### config.mk
export PLATFORM = sky130hd
export DESIGN_NAME = uart_tx_fifo_flat
export DESIGN_NICKNAME = d
export VERILOG_FILES = /design/src/rtl/uart_tx_fifo_if.sv /design/src/rtl/uart_tx_fifo.sv /design/src/flat_wrapper.sv
export SDC_FILE = /design/constraint.sdc
export NUM_CORES = 1
export LEC_CHECK = 0
export ABC_AREA = 1
export BUFFER_PORTS_ARGS = -buffer_cell sky130_fd_sc_hd__buf_2
export CAP_MARGIN = 10
export CORE_MARGIN = 1.5
export CORE_UTILIZATION = 45
export CTS_CLUSTER_DIAMETER = 50
export CTS_CLUSTER_SIZE = 40
export DETAILED_ROUTE_END_ITERATION = 8
export GPL_TIMING_DRIVEN = 0
export PLACE_DENSITY_LB_ADDON = 0.12
export SYNTH_ARGS = -nofsm -noshare
export SYNTH_HDL_FRONTEND = slang
export SYNTH_SLANG_ARGS = --single-unit
### constraint.sdc
create_clock -name clk -period 3.53 [get_ports clk]
set_clock_uncertainty 0.1 [all_clocks]
set_input_delay 0 -clock clk [delete_from_list [all_inputs] [get_ports clk]]
set_output_delay 0 -clock clk [all_outputs]
set_load 0.01 [all_outputs]
### src/rtl/uart_tx_fifo_if.sv
// Host-side bus of the UART transmit path: the character write strobe, the
// FIFO flush, and the status flags fed back to the LSR/THRE logic.
interface uart_tx_fifo_if #(
    parameter int FIFO_DEPTH = 16
);
    localparam int CNT_W = $clog2(FIFO_DEPTH) + 1;

    logic [7:0]       pi_tx_data;
    logic             pi_flag;
    logic             fifo_clr;
    logic             po_flag;
    logic             tx_full;
    logic             tx_empty;
    logic             tx_idle;
    logic             tx_overflow;
    logic [CNT_W-1:0] fifo_count;

    modport master (
        output pi_tx_data, pi_flag, fifo_clr,
        input  po_flag, tx_full, tx_empty, tx_idle, tx_overflow, fifo_count
    );

    modport slave (
        input  pi_tx_data, pi_flag, fifo_clr,
        output po_flag, tx_full, tx_empty, tx_idle, tx_overflow, fifo_count
    );
endinterface

### src/rtl/uart_tx_fifo.sv
// UART transmit path: a power-of-two character FIFO in front of a serialiser
// with 5-8 data bits, optional even/odd/stick parity, 1/1.5/2 stop bits and
// break. Frame configuration is captured when a character leaves the FIFO,
// so register writes made mid-frame only affect the following character.
module uart_tx_fifo #(
    parameter int FIFO_DEPTH = 16,
    parameter int DIV_WIDTH  = 16
) (
    input  logic                 clk,
    input  logic                 rst_n,
    uart_tx_fifo_if.slave        bus,
    input  logic [1:0]           word_length,
    input  logic [DIV_WIDTH-1:0] baud_rate_cnt,
    input  logic                 parity_en,
    input  logic                 even_parity,
    input  logic                 stick_parity,
    input  logic                 stop_bits,
    input  logic                 set_break,
    output logic                 tx
);
    localparam int AW = $clog2(FIFO_DEPTH);
    localparam int CW = AW + 1;
    localparam logic [DIV_WIDTH:0] ONE = {{DIV_WIDTH{1'b0}}, 1'b1};

    typedef enum logic [2:0] {IDLE, START, DATA, PARITY, STOP} state_t;

    logic [7:0]           mem [FIFO_DEPTH];
    logic [AW-1:0]        wr_ptr;
    logic [AW-1:0]        rd_ptr;
    logic [CW-1:0]        count;
    logic                 overflow;
    logic                 full;
    logic                 empty;
    logic                 push;
    logic                 pop;

    state_t               state;
    state_t               state_next;
    logic [DIV_WIDTH:0]   timer;
    logic [DIV_WIDTH:0]   timer_next;
    logic [2:0]           bit_cnt;
    logic [2:0]           bit_cnt_next;
    logic [7:0]           shift;
    logic [7:0]           shift_next;
    logic                 tx_q;
    logic                 tx_next;

    logic [1:0]           wl_q;
    logic                 pe_q;
    logic                 sb_q;
    logic                 par_q;
    logic [DIV_WIDTH-1:0] div_q;

    logic [DIV_WIDTH-1:0] div_eff;
    logic [7:0]           head;
    logic [7:0]           head_masked;
    logic                 head_par;
    logic [DIV_WIDTH:0]   start_period;
    logic [DIV_WIDTH:0]   bit_period;
    logic [DIV_WIDTH:0]   stop_period;
    logic [2:0]           last_bit;

    assign full  = (count == CW'(FIFO_DEPTH));
    assign empty = (count == '0);
    assign push  = bus.pi_flag && !full && !bus.fifo_clr;

    // A zero divisor would stall the bit timer, so it runs at one clock per bit.
    assign div_eff = (baud_rate_cnt == '0) ? {{(DIV_WIDTH-1){1'b0}}, 1'b1} : baud_rate_cnt;

    // Parity is worked out from the FIFO head as it is popped, using only the
    // bits that will actually be sent.
    assign head        = mem[rd_ptr];
    assign head_masked = head & (8'hFF >> (2'd3 - word_length));
    assign head_par    = stick_parity ? ~even_parity
                       : (even_parity ? ^head_masked : ~^head_masked);

    // Timer reload values are one less than the period since the timer counts to zero.
    assign start_period = {1'b0, div_eff} - ONE;
    assign bit_period   = {1'b0, div_q} - ONE;
    assign stop_period  = !sb_q ? bit_period
                        : (wl_q == 2'd0) ? ({1'b0, div_q} + {2'b00, div_q[DIV_WIDTH-1:1]} - ONE)
                        : ({div_q, 1'b0} - ONE);
    assign last_bit     = 3'd4 + {1'b0, wl_q};

    assign tx              = tx_q & ~set_break;
    assign bus.po_flag     = (state == STOP) && (timer == '0);
    assign bus.tx_full     = full;
    assign bus.tx_empty    = empty;
    assign bus.tx_idle     = empty && (state == IDLE);
    assign bus.tx_overflow = overflow;
    assign bus.fifo_count  = count;

    // FIFO pointers, occupancy and the sticky overflow flag; a flush overrides everything else.
    always_ff @(posedge clk or negedge rst_n) begin
        if (!rst_n) begin
            wr_ptr   <= '0;
            rd_ptr   <= '0;
            count    <= '0;
            overflow <= 1'b0;
        end else if (bus.fifo_clr) begin
            wr_ptr   <= '0;
            rd_ptr   <= '0;
            count    <= '0;
            overflow <= 1'b0;
        end else begin
            if (push) wr_ptr <= wr_ptr + AW'(1);
            if (pop)  rd_ptr <= rd_ptr + AW'(1);
            if (push && !pop)      count <= count + CW'(1);
            else if (pop && !push) count <= count - CW'(1);
            if (bus.pi_flag && full) overflow <= 1'b1;
        end
    end

    // FIFO storage has no reset; its contents are meaningless until written.
    always_ff @(posedge clk) begin
        if (push) mem[wr_ptr] <= bus.pi_tx_data;
    end

    // Capture the character's frame settings at the moment it is popped.
    always_ff @(posedge clk or negedge rst_n) begin
        if (!rst_n) begin
            wl_q  <= 2'd0;
            pe_q  <= 1'b0;
            sb_q  <= 1'b0;
            par_q <= 1'b0;
            div_q <= '0;
        end else if (pop) begin
            wl_q  <= word_length;
            pe_q  <= parity_en;
            sb_q  <= stop_bits;
            par_q <= head_par;
            div_q <= div_eff;
        end
    end

    // Serialiser state, bit timer, data shifter and the registered line level.
    always_ff @(posedge clk or negedge rst_n) begin
        if (!rst_n) begin
            state   <= IDLE;
            timer   <= '0;
            bit_cnt <= 3'd0;
            shift   <= 8'd0;
            tx_q    <= 1'b1;
        end else begin
            state   <= state_next;
            timer   <= timer_next;
            bit_cnt <= bit_cnt_next;
            shift   <= shift_next;
            tx_q    <= tx_next;
        end
    end

    // Frame sequencing; the line level is derived from the next state so tx changes with the state.
    always_comb begin
        state_next   = state;
        timer_next   = timer;
        bit_cnt_next = bit_cnt;
        shift_next   = shift;
        pop          = 1'b0;
        tx_next      = 1'b1;

        case (state)
            IDLE: begin
                pop = !empty && !bus.fifo_clr;
            end
            START: begin
                if (timer == '0) begin
                    state_next   = DATA;
                    timer_next   = bit_period;
                    bit_cnt_next = 3'd0;
                end else begin
                    timer_next = timer - ONE;
                end
            end
            DATA: begin
                if (timer == '0) begin
                    timer_next = bit_period;
                    if (bit_cnt == last_bit) begin
                        if (pe_q) begin
                            state_next = PARITY;
                        end else begin
                            state_next = STOP;
                            timer_next = stop_period;
                        end
                    end else begin
                        bit_cnt_next = bit_cnt + 3'd1;
                        shift_next   = {1'b0, shift[7:1]};
                    end
                end else begin
                    timer_next = timer - ONE;
                end
            end
            PARITY: begin
                if (timer == '0) begin
                    state_next = STOP;
                    timer_next = stop_period;
                end else begin
                    timer_next = timer - ONE;
                end
            end
            STOP: begin
                if (timer == '0) begin
                    if (!empty && !bus.fifo_clr) pop = 1'b1;
                    else                         state_next = IDLE;
                end else begin
                    timer_next = timer - ONE;
                end
            end
            default: state_next = IDLE;
        endcase

        if (pop) begin
            state_next   = START;
            timer_next   = start_period;
            bit_cnt_next = 3'd0;
            shift_next   = head;
        end

        case (state_next)
            START:   tx_next = 1'b0;
            DATA:    tx_next = shift_next[0];
            PARITY:  tx_next = par_q;
            default: tx_next = 1'b1;
        endcase
    end
endmodule
### src/flat_wrapper.sv
// flat-port wrapper written by rule: the top's interface ports become plain ports
module uart_tx_fifo_flat 
#(
    parameter int FIFO_DEPTH = 16,
    parameter int DIV_WIDTH  = 16
)
  (clk, rst_n, word_length, baud_rate_cnt, parity_en, even_parity, stick_parity, stop_bits, set_break, tx, bus_pi_tx_data, bus_pi_flag, bus_fifo_clr, bus_po_flag, bus_tx_full, bus_tx_empty, bus_tx_idle, bus_tx_overflow, bus_fifo_count);
  uart_tx_fifo_if #(.FIFO_DEPTH(FIFO_DEPTH)) bus_i ();
  input  logic clk;
  input  logic rst_n;
  input  logic [1:0] word_length;
  input  logic [DIV_WIDTH-1:0] baud_rate_cnt;
  input  logic parity_en;
  input  logic even_parity;
  input  logic stick_parity;
  input  logic stop_bits;
  input  logic set_break;
  output logic tx;
  input wire logic [$bits(bus_i.pi_tx_data)-1:0] bus_pi_tx_data;
  input wire logic [$bits(bus_i.pi_flag)-1:0] bus_pi_flag;
  input wire logic [$bits(bus_i.fifo_clr)-1:0] bus_fifo_clr;
  output wire logic [$bits(bus_i.po_flag)-1:0] bus_po_flag;
  output wire logic [$bits(bus_i.tx_full)-1:0] bus_tx_full;
  output wire logic [$bits(bus_i.tx_empty)-1:0] bus_tx_empty;
  output wire logic [$bits(bus_i.tx_idle)-1:0] bus_tx_idle;
  output wire logic [$bits(bus_i.tx_overflow)-1:0] bus_tx_overflow;
  output wire logic [$bits(bus_i.fifo_count)-1:0] bus_fifo_count;
  assign bus_i.pi_tx_data = bus_pi_tx_data;
  assign bus_i.pi_flag = bus_pi_flag;
  assign bus_i.fifo_clr = bus_fifo_clr;
  assign bus_po_flag = bus_i.po_flag;
  assign bus_tx_full = bus_i.tx_full;
  assign bus_tx_empty = bus_i.tx_empty;
  assign bus_tx_idle = bus_i.tx_idle;
  assign bus_tx_overflow = bus_i.tx_overflow;
  assign bus_fifo_count = bus_i.fifo_count;
  uart_tx_fifo #(.FIFO_DEPTH(FIFO_DEPTH), .DIV_WIDTH(DIV_WIDTH)) u_core (.clk(clk), .rst_n(rst_n), .bus(bus_i), .word_length(word_length), .baud_rate_cnt(baud_rate_cnt), .parity_en(parity_en), .even_parity(even_parity), .stick_parity(stick_parity), .stop_bits(stop_bits), .set_break(set_break), .tx(tx));
endmodule
==> parameters.txt <==
Parameter                              Value

Die
  Starting density of the core ... 0.460
  Chip height ... around 160 um
  Io pins ... 46
  Width of the die ... around 160 um
  Std cell rows ... between 50 and 60
  CORE AREA ... approximately 0.025 sq mm
  DIE AREA ... roughly 0.027 sq mm

Timing
  Clock period minus worst slack ... 3.31 ns
  # setup viols final ... 0
  Actual slew at the worst max-slew pin ... ~1.0 ns
  Final Hold Fails ... 0
  Setup TNS ... 0 ns
  Period Utilization, post-route ... 0.936
  RSZ-0062 raised after global routing ... false
  Max Transition Viols Final ... 0
  Remaining max-slew budget at the tightest pin ... 0.332
  Peak Freq ... just over 0.3 GHz

Clock network
  Number of buffers added to fix hold violations after cts ... 34
  Clock tree from TritonCTS ... done
  Total clock buffers created by CTS ... 17
  CTS resizes ... 0
  Max H-tree Level ... 4
  Number of sinks driven by the clock tree ... between 150 and 200
  Skew-Pair Late Insertion Delay ... about 0.44 ns
  Post-CTS setup buffer count ... 0
  Clock root buffer master ... clkbuf_16
  Number of buffers between clock root and the deepest sink ... 2
  Clock transition at the registers of the reported paths ... roughly 0.080 ns

Outcome
  Run status ... finished clean

GRT
  Number of antenna violations at the first check in global routing ... 1
  Pin count of the biggest net entering global routing ... 68
  Vias in the first global route ... roughly 9300
  Global-route wire length before repair ... slightly above 50 mm
  Grt ovf ... 0
  Gr usage total ... 0.253

Route
  Final wirelength ... approximately 32 mm
  1st-pass router iterations ... 5
  Routed length per placed instance ... roughly 17 um
  Total via count in the routed design ... 9734
  Via count normalized by instance count ... between 5 and 6
  Number of routed nets with antenna violations ... 0
  Starting DRT DRC Count ... 784
  DRC violation count after routing ... 0

Synthesis
  Netlist Area Pre-Place ... approximately 0.012 sq mm
  Share of async-settable or async-resettable flops after synthesis ... 0.344
  Portion of the post-synthesis area used by sequential elements ... 0.476
  Synthesized net count ... between 1500 and 2000
  Post-synthesis cell count ... about 1400
  Mean Syn Cell Area ... roughly 8 sq um
  Synth warn ... 0
  Number of flops mapped to enable cells by yosys ... 128
  Count of state elements after synthesis ... around 200
  Cell variety after synth ... 48
  Primary FF master, synth ... edfxtp_1

Placed design
  Number of buffers inserted by port buffering ... 44
  Total half-perimeter wirelength after legalization and detailed placement ... 23.5 mm
  Global placer's final weighted congestion ... a little over 0.9

Setup path
  Critical path start-end classification ... reg -> reg
  Peak fanout along the critical path ... 10
  Critical Path Start Type ... register
  Endpoint arrival time on the critical path ... approximately 3.5 ns
  Worst-path cell chain ... clkbuf_1 > clkinv_1 > nand3_1 > nand2_1 > nand2_1 > nand2_1 > nand2_1 > nand3_1 > nand2_1 > nand2_1 > nand3_1 > nand2_1 > dlygate4sd3_1 > nand3_1 > nand2_1
  Worst Path Buf+Inv ... 3
  Kind of end point of the critical path ... register
  WP data required ... 3.75 ns
  Capture point of the worst path ... u_core.par_q
  Highest cell delay on the worst timing path ... roughly 0.57 ns
  Stages on the worst setup path ... 15
  FF-to-FF Start ... u_core.rd_ptr[3]
  Origin of the worst setup path ... u_core.rd_ptr[3]
  Family of cells with the greatest summed delay on the critical path ... buffers and inverters
  Critical-path top delay cell ... dlygate4sd3_1
  Library cell appearing most often on the critical path ... nand2_1
  Cell depth of the worst flop-to-flop path ... 15
  End of the worst register-to-register path ... u_core.par_q
  Worst-case register-to-register setup slack ... between 0.2 and 0.25 ns

Power and ir drop
  P_leak ... 6.01 nW
  Internal power contribution ... roughly 5.5 mW
  Part of the power in registers ... 0.306
  Clock share of power ... 0.197
  Share of total power in combinational logic ... 0.497
  PwrDens ... roughly 750 mW/mm^2
  Peak supply drop ... 0.598 mV
  Switching power share of the total ... 0.446
  Switching power ... 4.45 mW

Final layout
  Fraction of final layout cells sized beyond drive strength 1 ... 0.0944
  Layout Area Growth over Synthesis ... 14.4%
  Final #Nets ... about 1600
  Post-layout utilization of the core ... 0.526
  Final antenna diode count ... 0
  Fillers ... between 2000 and 2500

Hold path
  Classification of the worst-slack hold path ... in -> async

Run
  Number of maximum-capacitance constraint violations ... 0
-- power by group through the flow --
stage / combinational (mW) / clock (mW) / sequential, mW
floorplan: 3.67 / 0 / 3.03
CTS: 4.94 / 1.99 / 3.05
global placement: 4.82 / 0 / 3.08
global route: 5.64 / 2.07 / 3.09
detailed placement: 4.86 / 0 / 3.10
finish: 4.95 / 1.96 / 3.05
-- worst register-to-register path, cell delays in order (launching register included) --
cell,delay [ns]
dfrtp_1,0.33
clkbuf_1,0.48
clkinv_1,0.57
nand3_1,0.24
nand2_1,0.21
nand2_1,0.14
nand2_1,0.05
nand2_1,0.05
nand3_1,0.08
nand2_1,0.07
nand2_1,0.07
nand3_1,0.07
nand2_1,0.04
dlygate4sd3_1,0.57
nand3_1,0.08
nand2_1,0.06
-- synth_stat cells, types with 3 or more instances --
library cell | instances | area (sq um)
xor2_1 | 34 | 298
ha_1 | 45 | 563
o221ai_1 | 8 | 70.1
buf_2 | 23 | 115
dfrtp_1 | 66 | 1650
o21ai_0 | 96 | 480
nand2_1 | 399 | 1500
a21oi_1 | 54 | 270
nor2_1 | 100 | 375
nand3_1 | 138 | 691
clkbuf_1 | 15 | 56.3
nand4_1 | 6 | 37.5
o211ai_1 | 7 | 52.6
nor3_1 | 28 | 140
o22ai_1 | 4 | 25.0
nor2_2 | 5 | 31.3
inv_1 | 223 | 837
or2_2 | 5 | 31.3
nor2_4 | 5 | 56.3
fa_1 | 3 | 60.1
a31oi_1 | 3 | 18.8
edfxtp_1 | 128 | 3840
inv_2 | 7 | 26.3
xnor2_1 | 10 | 87.6
-- cells in the final DEF, fill, tap and decap left out, types with 7 or more instances in the layout --
master,netlist,routed
clkbuf_1,15,15
nand2_1,399,399
nor3_2,0,9
nor3_1,28,19
a21oi_1,54,54
ha_1,45,45
o221ai_1,8,8
o211ai_1,7,7
dfrtp_1,66,66
edfxtp_1,128,128
clkbuf_16,0,17
buf_2,23,68
o21ai_0,96,96
nand3_1,138,138
inv_2,7,7
xnor2_1,10,10
xor2_1,34,34
inv_1,223,223
dlygate4sd3_1,0,34
nor2_1,100,100
-- metal layers --
metal	track usage	wire, um
met5	0	12
met4	0.0851	886
met3	0.0343	1390
met2	0.446	16300
met1	0.318	13800
-- final cells by class --
type                            instances  area [sq um]  share of cell area
Inverter                              232           871              0.0656
Timing Repair Buffer                   83           619              0.0466
Buffer                                 39           175              0.0132
Multi-Input combinational cell        977          5090               0.383
Tap cell                              330           413              0.0311
Clock buffer                           17           425              0.0320
Clock inverter                         15           173              0.0130
Sequential cell                       195          5520               0.416
-- stage by stage --
| stage | worst slack, ns | std cells | power [mW] | cell area [sq um] | hold slack [ns] |
|---|---|---|---|---|---|
| finish | 0.224 | 1888 | 9.96 | 13300 | 0.0144 |
| global placement | 0.373 | 1817 | 7.90 | 12200 | 0.129 |
| CTS | 0.253 | 1888 | 9.98 | 13300 | 0.0164 |
| floorplan | 0.857 | 1443 | 6.70 | 11600 | -0.396 |
| global route | 0.0145 | 1888 | 10.8 | 13300 | 0.0438 |
| detailed placement | 0.360 | 1822 | 7.95 | 12300 | -0.0653 |
-- cells by family (layout without fill, tap and decap cells) --
| logic type | count (synthesis) | in the layout | synth area share |
|---|---|---|---|
| AOI/OAI and AO/OA | 187 | 187 | 0.0900 |
| xor gates and xnor gates | 44 | 44 | 0.0332 |
| adders and majority gates | 48 | 48 | 0.0537 |
| buffers and inverters | 271 | 386 | 0.0901 |
| DFF | 195 | 195 | 0.476 |
| and+or+nand+nor | 698 | 698 | 0.257 |
-- state kept, by name, indices dropped and copies added, names as in the netlist, 4 cells and up --
| name | flops |
|---|---|
| u_core.div_q | 16 |
| u_core.bus.fifo_count | 5 |
| u_core.timer | 17 |
| u_core.mem | 128 |
| u_core.shift | 8 |
| u_core.rd_ptr | 4 |
| u_core.wr_ptr | 4 |
-- how the worst min path moves through the flow --
stage | start | endpoint | depth (start not counted)
after CTS | rst_n | u_core.shift[5] | 3
final | rst_n | u_core.shift[5] | 3
after global placement | set_break | tx | 3
after global routing | rst_n | u_core.shift[5] | 3
after floorplan | rst_n | u_core.bit_cnt[0] | 0
after detailed placement | rst_n | u_core.shift[5] | 2
No activity file was read; power rests on OpenSTA's default activity.
